--- src/rtl/cpu_pkg.sv ---
// Shared CPU definitions: control-flow opcodes, jump controller states, default sizes.
package cpu_pkg;

  localparam int unsigned DefD  = 6;
  localparam int unsigned DefLA = 4;
  localparam int unsigned DefSD = 4;

  typedef enum logic [1:0] {
    OpNone   = 2'b00,
    OpBranch = 2'b01,
    OpCall   = 2'b10,
    OpRet    = 2'b11
  } br_op_t;

  typedef enum logic [0:0] {
    StRun = 1'b0,
    StErr = 1'b1
  } jc_state_t;

endpackage

--- src/rtl/link_stack.sv ---
// Return-address stack; pointer counts stored entries (0..SD), top is the last pushed value.
module link_stack #(
  parameter int unsigned D  = 6,
  parameter int unsigned SD = 4
) (
  input  logic         i_clk,
  input  logic         i_reset,
  input  logic         i_push,
  input  logic         i_pop,
  input  logic [D-1:0] i_din,
  output logic [D-1:0] o_top,
  output logic         o_full,
  output logic         o_empty
);

  localparam int unsigned IW = $clog2(SD);
  localparam int unsigned PW = IW + 1;

  logic [D-1:0]  r_mem [SD];
  logic [PW-1:0] r_ptr;
  logic [PW-1:0] w_ptr_m1;
  logic [IW-1:0] w_top_idx;
  logic [IW-1:0] w_wr_idx;

  assign w_ptr_m1  = r_ptr - PW'(1);
  assign w_top_idx = w_ptr_m1[IW-1:0];
  assign w_wr_idx  = r_ptr[IW-1:0];

  assign o_full  = (r_ptr == PW'(SD));
  assign o_empty = (r_ptr == '0);
  assign o_top   = r_mem[w_top_idx];

  // Caller guarantees push only when not full and pop only when not empty.
  always_ff @(posedge i_clk or posedge i_reset) begin
    if (i_reset) begin
      r_ptr <= '0;
      for (int i = 0; i < SD; i++) r_mem[i] <= '0;
    end else if (i_push) begin
      r_mem[w_wr_idx] <= i_din;
      r_ptr           <= r_ptr + PW'(1);
    end else if (i_pop) begin
      r_ptr <= w_ptr_m1;
    end
  end

endmodule

--- src/rtl/jump_ctrl.sv ---
// Branch/jump resolution: decodes requests, resolves targets via a LUT or the link stack,
// and latches a sticky error on stack overflow/underflow.
module jump_ctrl
  import cpu_pkg::*;
#(
  parameter int unsigned D  = DefD,
  parameter int unsigned LA = DefLA,
  parameter int unsigned SD = DefSD
) (
  input  logic          i_clk,
  input  logic          i_reset,
  input  logic          i_br_valid,
  input  logic [1:0]    i_br_op,
  input  logic          i_cond,
  input  logic [LA-1:0] i_lut_idx,
  input  logic [D-1:0]  i_prog_ctr,
  input  logic          i_lut_we,
  input  logic [LA-1:0] i_lut_waddr,
  input  logic [D-1:0]  i_lut_wdata,
  output logic          o_jump_en,
  output logic [D-1:0]  o_target,
  output logic          o_stack_full,
  output logic          o_stack_empty,
  output logic          o_err
);

  localparam int unsigned LutN = 2 ** LA;

  jc_state_t    r_state;
  jc_state_t    w_state_next;
  logic [D-1:0] r_lut [LutN];
  br_op_t       w_op;
  logic         w_req;
  logic         w_push;
  logic         w_pop;
  logic [D-1:0] w_top;
  logic [D-1:0] w_ret_addr;

  assign w_op       = br_op_t'(i_br_op);
  assign w_req      = i_br_valid && (w_op != OpNone);
  assign w_ret_addr = i_prog_ctr + D'(1);
  assign o_err      = (r_state == StErr);

  link_stack #(
    .D  (D),
    .SD (SD)
  ) u_link_stack (
    .i_clk   (i_clk),
    .i_reset (i_reset),
    .i_push  (w_push),
    .i_pop   (w_pop),
    .i_din   (w_ret_addr),
    .o_top   (w_top),
    .o_full  (o_stack_full),
    .o_empty (o_stack_empty)
  );

  // Reads see the pre-edge table, so a same-cycle write is visible only next cycle.
  always_ff @(posedge i_clk or posedge i_reset) begin
    if (i_reset) begin
      for (int i = 0; i < LutN; i++) r_lut[i] <= '0;
    end else if (i_lut_we) begin
      r_lut[i_lut_waddr] <= i_lut_wdata;
    end
  end

  always_ff @(posedge i_clk or posedge i_reset) begin
    if (i_reset) r_state <= StRun;
    else         r_state <= w_state_next;
  end

  always_comb begin
    o_jump_en    = 1'b0;
    o_target     = '0;
    w_push       = 1'b0;
    w_pop        = 1'b0;
    w_state_next = r_state;
    if (w_req && (r_state == StRun)) begin
      unique case (w_op)
        OpBranch: begin
          o_jump_en = i_cond;
          o_target  = r_lut[i_lut_idx];
        end
        OpCall: begin
          o_target = r_lut[i_lut_idx];
          if (!o_stack_full) begin
            o_jump_en = 1'b1;
            w_push    = 1'b1;
          end else begin
            w_state_next = StErr;
          end
        end
        OpRet: begin
          if (!o_stack_empty) begin
            o_jump_en = 1'b1;
            o_target  = w_top;
            w_pop     = 1'b1;
          end else begin
            w_state_next = StErr;
          end
        end
        default: ;
      endcase
    end
  end

endmodule

--- config.mk ---
export PLATFORM = sky130hd
export DESIGN_NAME = jump_ctrl
export DESIGN_NICKNAME = d
export VERILOG_FILES = /design/src/rtl/cpu_pkg.sv /design/src/rtl/link_stack.sv /design/src/rtl/jump_ctrl.sv
export SDC_FILE = /design/constraint.sdc
export NUM_CORES = 1
export LEC_CHECK = 0
export ABC_AREA = 1
export CAP_MARGIN = 10
export CORE_MARGIN = 4
export CORE_UTILIZATION = 55
export DETAILED_ROUTE_END_ITERATION = 6
export PLACE_DENSITY = 0.78
export SLEW_MARGIN = 0
export SYNTH_ARGS = -nofsm -noshare
export SYNTH_HDL_FRONTEND = slang
export SYNTH_SLANG_ARGS = --single-unit
--- constraint.sdc ---
create_clock -name i_clk -period 5.6 [get_ports i_clk]
set_clock_uncertainty 0.15 [all_clocks]
set_input_delay 1.12 -clock i_clk [delete_from_list [all_inputs] [get_ports i_clk]]
set_output_delay 1.12 -clock i_clk [all_outputs]
set_load 0.03 [all_outputs]
After elaboration in Yosys (flattened, before gate mapping). Cells that the tools add are included. Widths: inputs -> output; s select.

Register bits after elaboration: 124. Latch bits: 0. RAM bits: 0. Bits in read-only memories: 0. Logic and storage cells: 80. Memories: 0.

$add $sub $neg: 3. Multipliers: 0. Div/mod/pow operators: 0. $lt $le $gt $ge: 6. Equal/unequal tests: 6. Shift operators: 0. Multiplexer cells: 28. Bitwise logic cells: 5. Reductions and logical operators: 10.

Operators with widths (number): $bwmux 96 (1); $mux 6 (8); $bmux 6 s4 (1); $bwmux 24 (1); $demux 6 s4 (1); $bmux 6 s2 (1); $demux 6 s2 (1); $pmux 6 s2 (1); $ge 5x5->1 const B (2); $not 4->5 (2); $mux 1 (9); $add 6x1->6 const B (1); $ge 3x3->1 const B (2); $mux 3 (2); $not 2->3 (2); $reduce_bool 2->1 (3); $lt 5x1->1 const B (1); $eq 2x2->1 const B (2); $logic_and 1x1->1 (4); $ne 2x2->1 const B (2); $reduce_and 4->1 (1); $add 3x1->3 const B (1); $eq 3x3->1 const B (1); $logic_not 3->1 (1); 7 further kinds (7).

Longest topological paths before layout. Gate-level depths: netlist (run 1).

Word-level depth: 8. Mapped depth: 11. Depth with buffers taken out: 10.

Cells and area by module. From an unflattened synthesis (run 1), not the netlist that was laid out.

Cells, all modules: 867. Area total of the unflattened synthesis: 6394.9 µm².

By module, submodules not included: jump_ctrl (times used 1, cells each 692, area each 5004.8 µm²); link_stack (times used 1, cells each 175, area each 1390.1 µm²).

Worst setup path after synthesis (run 1). No wires, ideal clock.

Kind: input -> output. Start point: in i_lut_idx[1]. End point: out o_target[4]. Arrival time: 2.375 ns. Required time: 4.330 ns. Path slack: 1.955 ns. Stages: 9. Path buffers: 2. Cells stage by stage: buf_2 inv_1 buf_2 nand3_1 nand3_1 nand3_1 nand2_1 nand2_1 a21oi_1.

Longest elaborated chain between the ends: 6.

Ends and longest elaborated chain: from (decl) (RTL line jump_ctrl.sv:15) `input logic [LA-1:0] i_lut_idx,`; $not 4->5 (implied by the code) (RTL line jump_ctrl.sv:82, jump_ctrl.sv:85); $bmux 6 s4 (RTL line jump_ctrl.sv:82, jump_ctrl.sv:85); $mux 6 (implied by the code) (2 in a row) (RTL line jump_ctrl.sv:82, jump_ctrl.sv:85); $pmux 6 s2 (RTL line jump_ctrl.sv:79) `unique case (w_op)`; $mux 6 (RTL line jump_ctrl.sv:78) `if (w_req && (r_state == StRun)) begin`; to (decl) (RTL line jump_ctrl.sv:21) `output logic [D-1:0] o_target,`.

Every way passes these cells. The select of a mux whose other input is x is not followed.

Worst setup path in the final report (run 1).
Start point: in i_lut_idx[0]. End point: out o_target[1].

The elaborated chain is that of the path after synthesis.

==> summary.txt, run 1 <==
# DRC = 0
largest area contributor in the netlist = dfrtp_1
post-synthesis mux area share = 0.159%
Design Power = 0.00268 W
Ant. Diodes = 0
clk_lat worst skew = 410 ps
count of cell types in the netlist = 20
FF-to-FF Start = u_link_stack.r_ptr[0]$_DFFE_PP0P_
Adder-Cell Fraction of Synth Area = 2.19%
die height = 115 µm
period utilization = 80.5%
PD cells = 367 mW/mm²
antenna-violating nets left = 0
final WL = 16,100 µm
Worst Hold Path Cells = 2
Hold EP = u_link_stack.r_mem[2]$_DFFE_PP0P_
register area = 0.00310 mm²
setup repair bufs after CTS = 0
Critical Path End Type = output port
Synth Instances = 848
final worst path period need = 4510 ps
number of global-route vias before repair = 5,332
crit start category = input port
Most Crowded Layer GR = met2
Finish-stage setup viols = 0
hpwl dp = 10,700 µm
grt ovf = 0
Yosys reg bits = 124
TritonCTS buffer count = 17
Max FO, Critical Path = 48
outcome = finished, final reports clean
area post-placement = 0.00665 mm²
CORE AREA = 0.0110 mm²
Worst R2R End = u_link_stack.r_mem[0]$_DFFE_PP0P_
Max-slew headroom = 44.2%
reg2reg path depth = 10
top cells by area, synth = dfrtp_1 49%, nand2_1 18%, o21ai_0 10%
Root Buffer = clkbuf_16
worst path required time = 4330 ps
GR Util met2 = 39.8%
GPL Wtd Cong = 0.901
total track usage = 26.1%
Sink Count = 124
CTS-repair resized insts = 0
Initial Utilization = 57.0%
Max Cap Viol = 0
pin count of the biggest net entering global routing = 49
Reg2Reg Setup Slack = 2870 ps
clock tree buffer depth = 2
unrepaired setup endpoints after global routing = false
routing usage on met1 = 36.8%
Hold Fails Final Rpt = 0
input/output buffers = 36
Initial DRC Count = 550
simple-gate share of the synthesized area = 25.6%
vias per cell = 5.40
H-tree levels = 4
setup TNS = 0 ps
Min Hold Slack = 324 ps
Arrival @ worst endpoint = 3240 ps
Peak VDD IR = 367 µV
die span in x = 115 µm
share of layout cells above drive strength 1 = 5.02%
largest family of logic cells by synthesized area = simple AND/OR/NAND/NOR gates
post-synthesis net count = 886
WL/cell = 15.9 µm
area delta synth->final = 16.0%
Pre-antenna DRT Iters = 5
Final nets = 903
Max Freq = 0.222 GHz
Synth Warn # = 0
CP cell instances = clkdlybuf4s50_1 -> inv_2 -> nand2_1 -> nand2_1 -> nand2_1 -> nand3_1 -> nand3_1 -> nand2_1 -> nand2_1 -> a21oi_1 -> buf_4
critical path's top delay family = buffers and inverters
first-pass GRT wire length = 26,700 µm
area of the multi-input gates = 0.00254 mm²
Compound-Gate Fraction of Synth Area = 11.4%
Setup CP Type = input port to output port
slowest stage delay, CP = 620 ps
Clock transition at path regs = 50 ps
CP most frequent cell = nand2_1
Hold Buf Count CTS = 0
Buf+Inv Stages, Crit Path = 3
Synth top area share = 49.3%
Synth Area in XOR/XNOR = 0.975%
mapped cell area = 0.00629 mm²
CTS tree = done
Hold Crit Start = u_link_stack.r_mem[2]$_DFFE_PP0P_
post-synthesis sequential area ratio = 49.3%
antenna violations before repair = 0
worst min path class = flop to flop
Final Slew Violations = 0
worst-margin pin slew = 836 ps
routed vias = 5,495
row count = 38
io pins = 37
area of the die = 0.0132 mm²
Crit path depth = 11
Mean Syn Cell Area = 7.42 µm²
Leak = 3.78 nW
Finished Cell Area = 0.00729 mm²
CP max stage cell = inv_2
fillers = 925
met3 Usage GRT = 5.84%
[state kept, by name, summed over array words and instances, names as in the netlist]
| register | flops |
|---|---|
| o_err | 1 |
| u_link_stack.r_mem | 24 |
| r_lut | 96 |
| u_link_stack.r_ptr | 3 |
[synthesized netlist by cell type]
cell type and instances:
o22ai_1 1, nor2_4 1, nor2_2 2, nor3_1 4
inv_2 3, clkbuf_1 17, o21ai_0 129, buf_4 2
nor2_1 15, buf_1 2, xor2_1 7, nand3_1 78
a21oi_1 12, nand2_1 299, buf_2 21, ha_1 11
dfrtp_1 124, mux2i_1 1, inv_1 118, o31ai_1 1
[per-stage QoR]
| stage | utilization (%) | setup slack (ps) | std cells |
|---|---|---|---|
| floorplan | - | 1030 | 848 |
| global route | 66.1 | 931 | 1017 |
| global placement | 60.3 | 1160 | 986 |
| CTS | 66.1 | 1130 | 1017 |
| finish | 66.1 | 1090 | 1017 |
| detailed placement | 60.3 | 1150 | 986 |
[report_power, final]
part | internal [W] | switching, W | total (W)
clock network | 0.000821 | 0.000376 | 0.00120
registers | 0.00104 | 0.0000778 | 0.00112
logic | 0.000136 | 0.000227 | 0.000363
[cell usage in the layout (no fill, tap or decap)]
cell type / count
nand2_1: 299
o21ai_0: 129
dfrtp_1: 124
inv_1: 117
nand3_1: 78
clkdlybuf4s50_1: 30
clkbuf_16: 17
nor2_1: 15
a21oi_1: 12
ha_1: 11
buf_4: 10
xor2_1: 7
bufinv_16: 5
nor3_1: 4
clkbuf_1: 4
inv_2: 3
clkbuf_8: 3
nor2_2: 2
clkinv_2: 2
o22ai_1: 1
inv_4: 1
o31ai_1: 1
nor2_4: 1
mux2i_1: 1
[how the worst max path moves through the flow]
stage / start / endpoint
after floorplan: i_reset / o_err$_DFFE_PP0P_
after global placement: i_lut_idx[0] / o_target[5]
after detailed placement: i_lut_idx[0] / o_target[1]
after CTS: i_lut_idx[0] / o_target[1]
after global routing: i_lut_idx[0] / o_target[5]
final: i_lut_idx[0] / o_target[1]
[final cells by class]
type / instances / share of cell area [%]
Inverter: 121 / 6.26
Clock buffer: 24 / 6.60
Sequential cell: 124 / 42.5
Multi-Input combinational cell: 561 / 34.8
Clock inverter: 7 / 2.20
Tap cell: 140 / 2.40
Timing Repair Buffer: 40 / 5.15
[worst min-delay path, cell delays in order (launching register included)]
cell and delay [ps]:
dfrtp_1 340, nand2_1 50, nand2_1 50
[cell families (layout without fill, tap and decap cells)]
group,Yosys count,in the layout
buffers and inverters,163,192
xor gates and xnor gates,7,7
and+or+nand+nor,399,399
muxes,1,1
adders and majority gates,11,11
AOI/OAI and AO/OA,143,143
DFF,124,124
[metal layers]
metal / vias to the layer above / wire length (µm) / part of all wire, %
met1: 2575 / 7260 / 45
li1: 2675 / - / -
met4: 0 / 280 / 1.7
met3: 22 / 1160 / 7.2
met2: 223 / 7450 / 46
met5: - / 0 / 0
No activity file was read; power rests on OpenSTA's default activity.
==> inputs of run 2 (changes only) <==
--- a/config.mk
+++ b/config.mk
@@ -8,9 +8,9 @@
 export ABC_AREA = 1
 export CAP_MARGIN = 10
 export CORE_MARGIN = 4
-export CORE_UTILIZATION = 55
+export CORE_UTILIZATION = 54
 export DETAILED_ROUTE_END_ITERATION = 6
-export PLACE_DENSITY = 0.78
+export PLACE_DENSITY = 0.79
 export SLEW_MARGIN = 0
 export SYNTH_ARGS = -nofsm -noshare
 export SYNTH_HDL_FRONTEND = slang
==> constraint.sdc (replaced) <==
create_clock -name i_clk -period 3.71 [get_ports i_clk]
set_clock_uncertainty 0.15 [all_clocks]
set_input_delay 0.742 -clock i_clk [delete_from_list [all_inputs] [get_ports i_clk]]
set_output_delay 0.742 -clock i_clk [all_outputs]
set_load 0.03 [all_outputs]
==> run 2 against run 1 <==
Against the previous run: global-route usage shrank 2.0 points; count of clock-buffer cells in the layout shrank 2; combinational power grew 47%; wire length shrank 7.7%; flip-flop and latch count is the same; register-to-register slack lost 1100 ps; critical path type unchanged; critical endpoint is now o_jump_en; largest cell class unchanged.
==> summary.txt, run 2 (same netlist as run 1, synthesis figures left out) <==
antenna-violating nets left = 0 (unchanged)
WL met1 = 6840 µm (-5.9%)
grt ovf = 0 (unchanged)
slowest stage delay, CP = 650 ps (+30 ps)
unrepaired setup endpoints after global routing = false
vias per cell = 5.27 (-2.5%)
PD cells = 507 mW/mm² (+38%)
setup TNS = 0 ps (unchanged)
Clock transition at path regs = 50 ps (about the same)
number of global-route vias before repair = 5,144 (-3.5%)
setup repair bufs after CTS = 0 (unchanged)
Root Buffer = clkbuf_16
H-tree levels = 4 (unchanged)
metal2 WL = 6890 µm (-7.4%)
Peak VDD IR = 312 µV (-15%)
row count = 39 (+2.6%)
commonest cells after routing, fill and taps aside = 299 x nand2_1, 129 x o21ai_0, 124 x dfrtp_1
CTS tree = done
Initial Utilization = 55.1% (-1.9 points)
clock tree buffer depth = 2 (unchanged)
Leak = 3.76 nW (-0.62%)
area of the die = 0.0134 mm² (+1.7%)
pin count of the biggest net entering global routing = 125 (+160%)
Final nets = 908 (+0.55%)
area delta synth->final = 15.3%
Critical Path End Type = output port
clk_lat worst skew = 420 ps (about the same)
Top reg by flops = r_lut
# DRC = 0 (unchanged)
share of layout cells above drive strength 1 = 5.68% (+0.66 points)
Max FO, Critical Path = 4 (-92%)
Max Freq = 0.281 GHz
Final Slew Violations = 0 (unchanged)
CORE AREA = 0.0114 mm² (+3.5%)
crit start category = input port
Max Cap Viol = 0 (unchanged)
Hold Buf Count CTS = 0 (unchanged)
top layer in use = met4
period utilization = 95.9%
Initial DRC Count = 395 (-28%)
worst min path class = flop to flop
Hold Fails Final Rpt = 0 (unchanged)
setup ws final = 153 ps (-941 ps)
final WL = 14,900 µm (-7.7%)
TritonCTS buffer count = 17 (unchanged)
GPL Wtd Cong = 0.839 (-6.8%)
Finish-stage setup viols = 0 (unchanged)
die height = 116 µm (+0.86%)
worst path required time = 2820 ps (-1510 ps)
Setup CP Type = input port to output port
Top Registers = r_lut: 96 flops, u_link_stack.r_mem: 24 flops, u_link_stack.r_ptr: 3 flops
most common cell after layout, fill and taps aside = nand2_1
die span in x = 116 µm (+0.86%)
antenna violations before repair = 0 (unchanged)
max reg flops = 96 (unchanged)
routed vias = 5,393 (-1.9%)
first-pass GRT wire length = 25,100 µm (-6.3%)
input/output buffers = 36 (unchanged)
Max-slew headroom = 51.9% (+7.7 points)
CTS-repair resized insts = 0 (unchanged)
CP max stage cell = clkdlybuf4s50_1
met3 WL post-DR = 815 µm (-29%)
outcome = finished, final reports clean
WL/cell = 14.6 µm (-8.3%)
setup slack after placement = 138 ps (-1010 ps)
final worst path period need = 3560 ps
worst-margin pin slew = 722 ps (-114 ps)
Ant. Diodes = 0 (unchanged)
Sink Count = 124 (unchanged)
hpwl dp = 9350 µm (-12%)
CP cell instances = clkdlybuf4s50_1 -> inv_1 -> ha_1 -> nor2_1 -> nand2_1 -> nor2_1 -> nand2_1 -> inv_1 -> clkdlybuf4s50_1
total track usage = 24.1% (-2.0 points)
Arrival @ worst endpoint = 2670 ps (-570 ps)
Pre-antenna DRT Iters = 6 (+1)
io pins = 37 (unchanged)
==> run 2: changes by cell type in the layout (fill, tap and decap cells not counted) <==
cell	before	now
buf_4	10	12
inv_4	1	0
buf_12	0	3
clkbuf_1	4	2
clkinvlp_4	0	3
clkinv_2	2	6
bufinv_16	5	0
==> run 2: worst max-delay path: cells and delay by family <==
kind | cells | cell delay, ps
simple gates | 4 | 420
fa+ha+maj | 1 | 200
buf+inv | 4 | 1310
==> run 2: stage by stage <==
| step | hold slack [ps] | power [W] | utilization (%) | std cells | cell area (µm²) |
|---|---|---|---|---|---|
| 2_1_floorplan | 287 | 0.00207 | - | 848 | 6290 |
| 3_3_place_gp | 306 | 0.00221 | 59.0 | 994 | 6730 |
| 3_5_place_dp | 303 | 0.00223 | 59.0 | 994 | 6730 |
| 4_1_cts | 316 | 0.00369 | 63.5 | 1024 | 7250 |
| 5_1_grt | 344 | 0.00388 | 63.5 | 1024 | 7250 |
| 6_report | 322 | 0.00367 | 63.5 | 1024 | 7250 |
==> run 2: metal layers <==
| metal | vias to the layer above | track usage, % |
|---|---|---|
| met5 | - | 0 |
| met4 | 0 | 10.2 |
| met3 | 30 | 5.33 |
| met2 | 175 | 36.7 |
| met1 | 2509 | 33.7 |
| li1 | 2679 | - |
==> run 2: path summary, 6_finish.rpt <==
path / start / end / cells after the start / slack [ps]
worst max-delay path: i_br_op[0] / o_jump_en / 9 / 150
worst min-delay path: u_link_stack.r_mem[3]$_DFFE_PP0P_ / u_link_stack.r_mem[3]$_DFFE_PP0P_ / 2 / 320
worst max register to register: u_link_stack.r_ptr[1]$_DFFE_PP0P_ / u_link_stack.r_mem[17]$_DFFE_PP0P_ / 9 / 1760
worst min register to register: u_link_stack.r_mem[3]$_DFFE_PP0P_ / u_link_stack.r_mem[3]$_DFFE_PP0P_ / 2 / 320
max in group asynchronous: i_reset / r_lut[71]$_DFFE_PP0P_ / 3 / 2150
min in group asynchronous: i_reset / u_link_stack.r_mem[17]$_DFFE_PP0P_ / 3 / 650
==> run 2: layout make-up <==
class | instances | area (µm²)
flip-flops and latches | 124 | 3100
clock buffers | 22 | 474
inverters | 121 | 458
multi-input cells | 561 | 2540
fillers | 1005 | 4170
well taps | 143 | 179
repair buffers | 45 | 450
clock inverters | 8 | 45.0
==> run 2: power by group <==
part / switching, W / leakage (nW) / internal [W]
logic: 0.000324 / 1.93 / 0.000211
registers: 0.000118 / 1.56 / 0.00157
clock network: 0.000566 / 0.257 / 0.000888
total: 0.00101 / 3.76 / 0.00267
==> inputs of run 3 (changes only) <==
--- a/config.mk
+++ b/config.mk
@@ -7,7 +7,6 @@
 export LEC_CHECK = 0
 export ABC_AREA = 1
 export CAP_MARGIN = 10
-export CORE_MARGIN = 4
 export CORE_UTILIZATION = 54
 export DETAILED_ROUTE_END_ITERATION = 6
 export PLACE_DENSITY = 0.79
==> run 3 against run 2 <==
Against the previous run: final cell count rose by 0.20%; sequential power barely moved; global-route usage rose by 2.8 points; utilization rose by 0.91 points; wire length fell by 2.7%; power rose by 5.1%; critical path type unchanged; largest cell class unchanged.
==> summary.txt, run 3 (same netlist as run 1, synthesis figures left out) <==
outcome = finished, final reports clean
Max Freq = 0.281 GHz (about the same)
Setup CP Type = input port to output port
Max FO, Critical Path = 4 (unchanged)
Final Slew Violations = 0 (unchanged)
unrepaired setup endpoints after global routing = false
Peak VDD IR = 389 µV (+25%)
WL/cell = 14.1 µm (-2.8%)
row count = 39 (unchanged)
CTS-repair resized insts = 0 (unchanged)
max reg flops = 96 (unchanged)
area of the multi-input gates = 0.00254 mm² (unchanged)
fillers = 968 (-3.7%)
Initial DRC Count = 534 (+35%)
setup slack after placement = 151 ps (+13.0 ps)
launch point of the worst path = i_br_op[0]
crit start category = input port
vias per cell = 5.24 (-0.57%)
share of layout cells above drive strength 1 = 5.89% (+0.21 points)
antenna violations before repair = 0 (unchanged)
worst min path class = flop to flop
Finish-stage setup viols = 0 (unchanged)
Root Buffer = clkbuf_16
worst-margin pin slew = 657 ps (-65.3 ps)
Max-slew headroom = 56.2% (+4.4 points)
number of global-route vias before repair = 4,976 (-3.3%)
CORE AREA = 0.0114 mm² (-0.43%)
final worst path period need = 3560 ps (-0.366 ps)
routed vias = 5,373 (-0.37%)
PD cells = 527 mW/mm² (+4.1%)
Hold Fails Final Rpt = 0 (unchanged)
CTS tree = done
GPL Wtd Cong = 0.898 (+7.0%)
total track usage = 26.9% (+2.8 points)
die height = 110 µm (-5.2%)
worst path required time = 2820 ps (about the same)
Critical Path End Type = output port
commonest cells after routing, fill and taps aside = 299 x nand2_1, 129 x o21ai_0, 123 x dfrtp_1
most common cell after layout, fill and taps aside = nand2_1
die span in x = 110 µm (-5.2%)
clk_lat worst skew = 430 ps (about the same)
Initial Utilization = 55.3% (+0.24 points)
setup repair bufs after CTS = 0 (unchanged)
register area = 0.00310 mm² (about the same)
Top Registers = r_lut: 96 flops, u_link_stack.r_mem: 24 flops, u_link_stack.r_ptr: 3 flops
Sink Count = 124 (unchanged)
setup TNS = 0 ps (unchanged)
Final nets = 908 (unchanged)
grt ovf = 0 (unchanged)
clock tree buffer depth = 2 (unchanged)
Arrival @ worst endpoint = 2660 ps (about the same)
Hold Crit Start = u_link_stack.r_mem[2]$_DFFE_PP0P_
H-tree levels = 4 (unchanged)
Hold Buf Count CTS = 0 (unchanged)
period utilization = 95.9% (about the same)
io pins = 37 (unchanged)
Leak = 3.79 nW (+0.99%)
# DRC = 0 (unchanged)
pin count of the biggest net entering global routing = 125 (unchanged)
Max Cap Viol = 0 (unchanged)
first-pass GRT wire length = 23,900 µm (-4.5%)
input/output buffers = 36 (unchanged)
Top reg by flops = r_lut
Clock transition at path regs = 60 ps (about the same)
final WL = 14,500 µm (-2.7%)
TritonCTS buffer count = 17 (unchanged)
area delta synth->final = 16.4%
Pre-antenna DRT Iters = 7 (+1)
area of the die = 0.0121 mm² (-10%)
FF-to-FF Start = u_link_stack.r_ptr[0]$_DFFE_PP0P_
antenna-violating nets left = 0 (unchanged)
Ant. Diodes = 0 (unchanged)
hpwl dp = 9370 µm (+0.23%)
setup ws final = 153 ps (+0.366 ps)
run 3: worst paths after layout:
| check | to | slack, ps | cells past startpoint |
|---|---|---|---|
| setup / recovery | o_jump_en | 150 | 9 |
| hold / removal | u_link_stack.r_mem[2]$_DFFE_PP0P_ | 330 | 2 |
| setup reg to reg | u_link_stack.r_ptr[2]$_DFFE_PP0P_ | 1600 | 9 |
| hold reg to reg | u_link_stack.r_mem[2]$_DFFE_PP0P_ | 330 | 2 |
| max in group asynchronous | r_lut[19]$_DFFE_PP0P_ | 2220 | 3 |
| min in group asynchronous | u_link_stack.r_ptr[2]$_DFFE_PP0P_ | 690 | 3 |
run 3: report_power, final:
part           total (W)  switching (W)  leakage [nW]  internal, W
combinational   0.000538       0.000326          1.93     0.000212
sequential       0.00168       0.000113          1.56      0.00157
clock            0.00164       0.000572         0.297      0.00107
run 3: stage by stage:
step	area (µm²)	hold slack, ps	std cells	power [W]	util, %
finish	7320	328	1026	0.00386	64.4
global route	7320	353	1026	0.00406	64.4
CTS	7320	325	1026	0.00388	64.4
detailed placement	6730	310	994	0.00224	59.2
global placement	6730	304	994	0.00221	59.2
floorplan	6290	287	848	0.00207	-
run 3: worst max-delay path, stage by stage:
cell             delay, ps
clkdlybuf4s50_1        510
inv_1                   90
ha_1                   200
nor2_1                 100
nand2_1                110
nor2_1                 140
nand2_1                 60
inv_1                   50
clkdlybuf4s50_1        650
run 3: layout make-up:
cell class                 instances  area share [%]
sequential                       124            42.4
clock inverter                     7            1.16
tap                              143            2.44
multi-input combinational        561            34.7
clock buffer                      25            6.90
inverter                         121            6.25
timing repair buffer              45            6.15
run 3: per-layer routing:
metal / vias up / global-route usage (%) / part of all wire [%]
met5: - / 0 / 0
met4: 0 / 14.5 / 2.2
met3: 30 / 6.05 / 5.6
met2: 159 / 41.0 / 47
met1: 2503 / 35.8 / 45
li1: 2681 / - / -
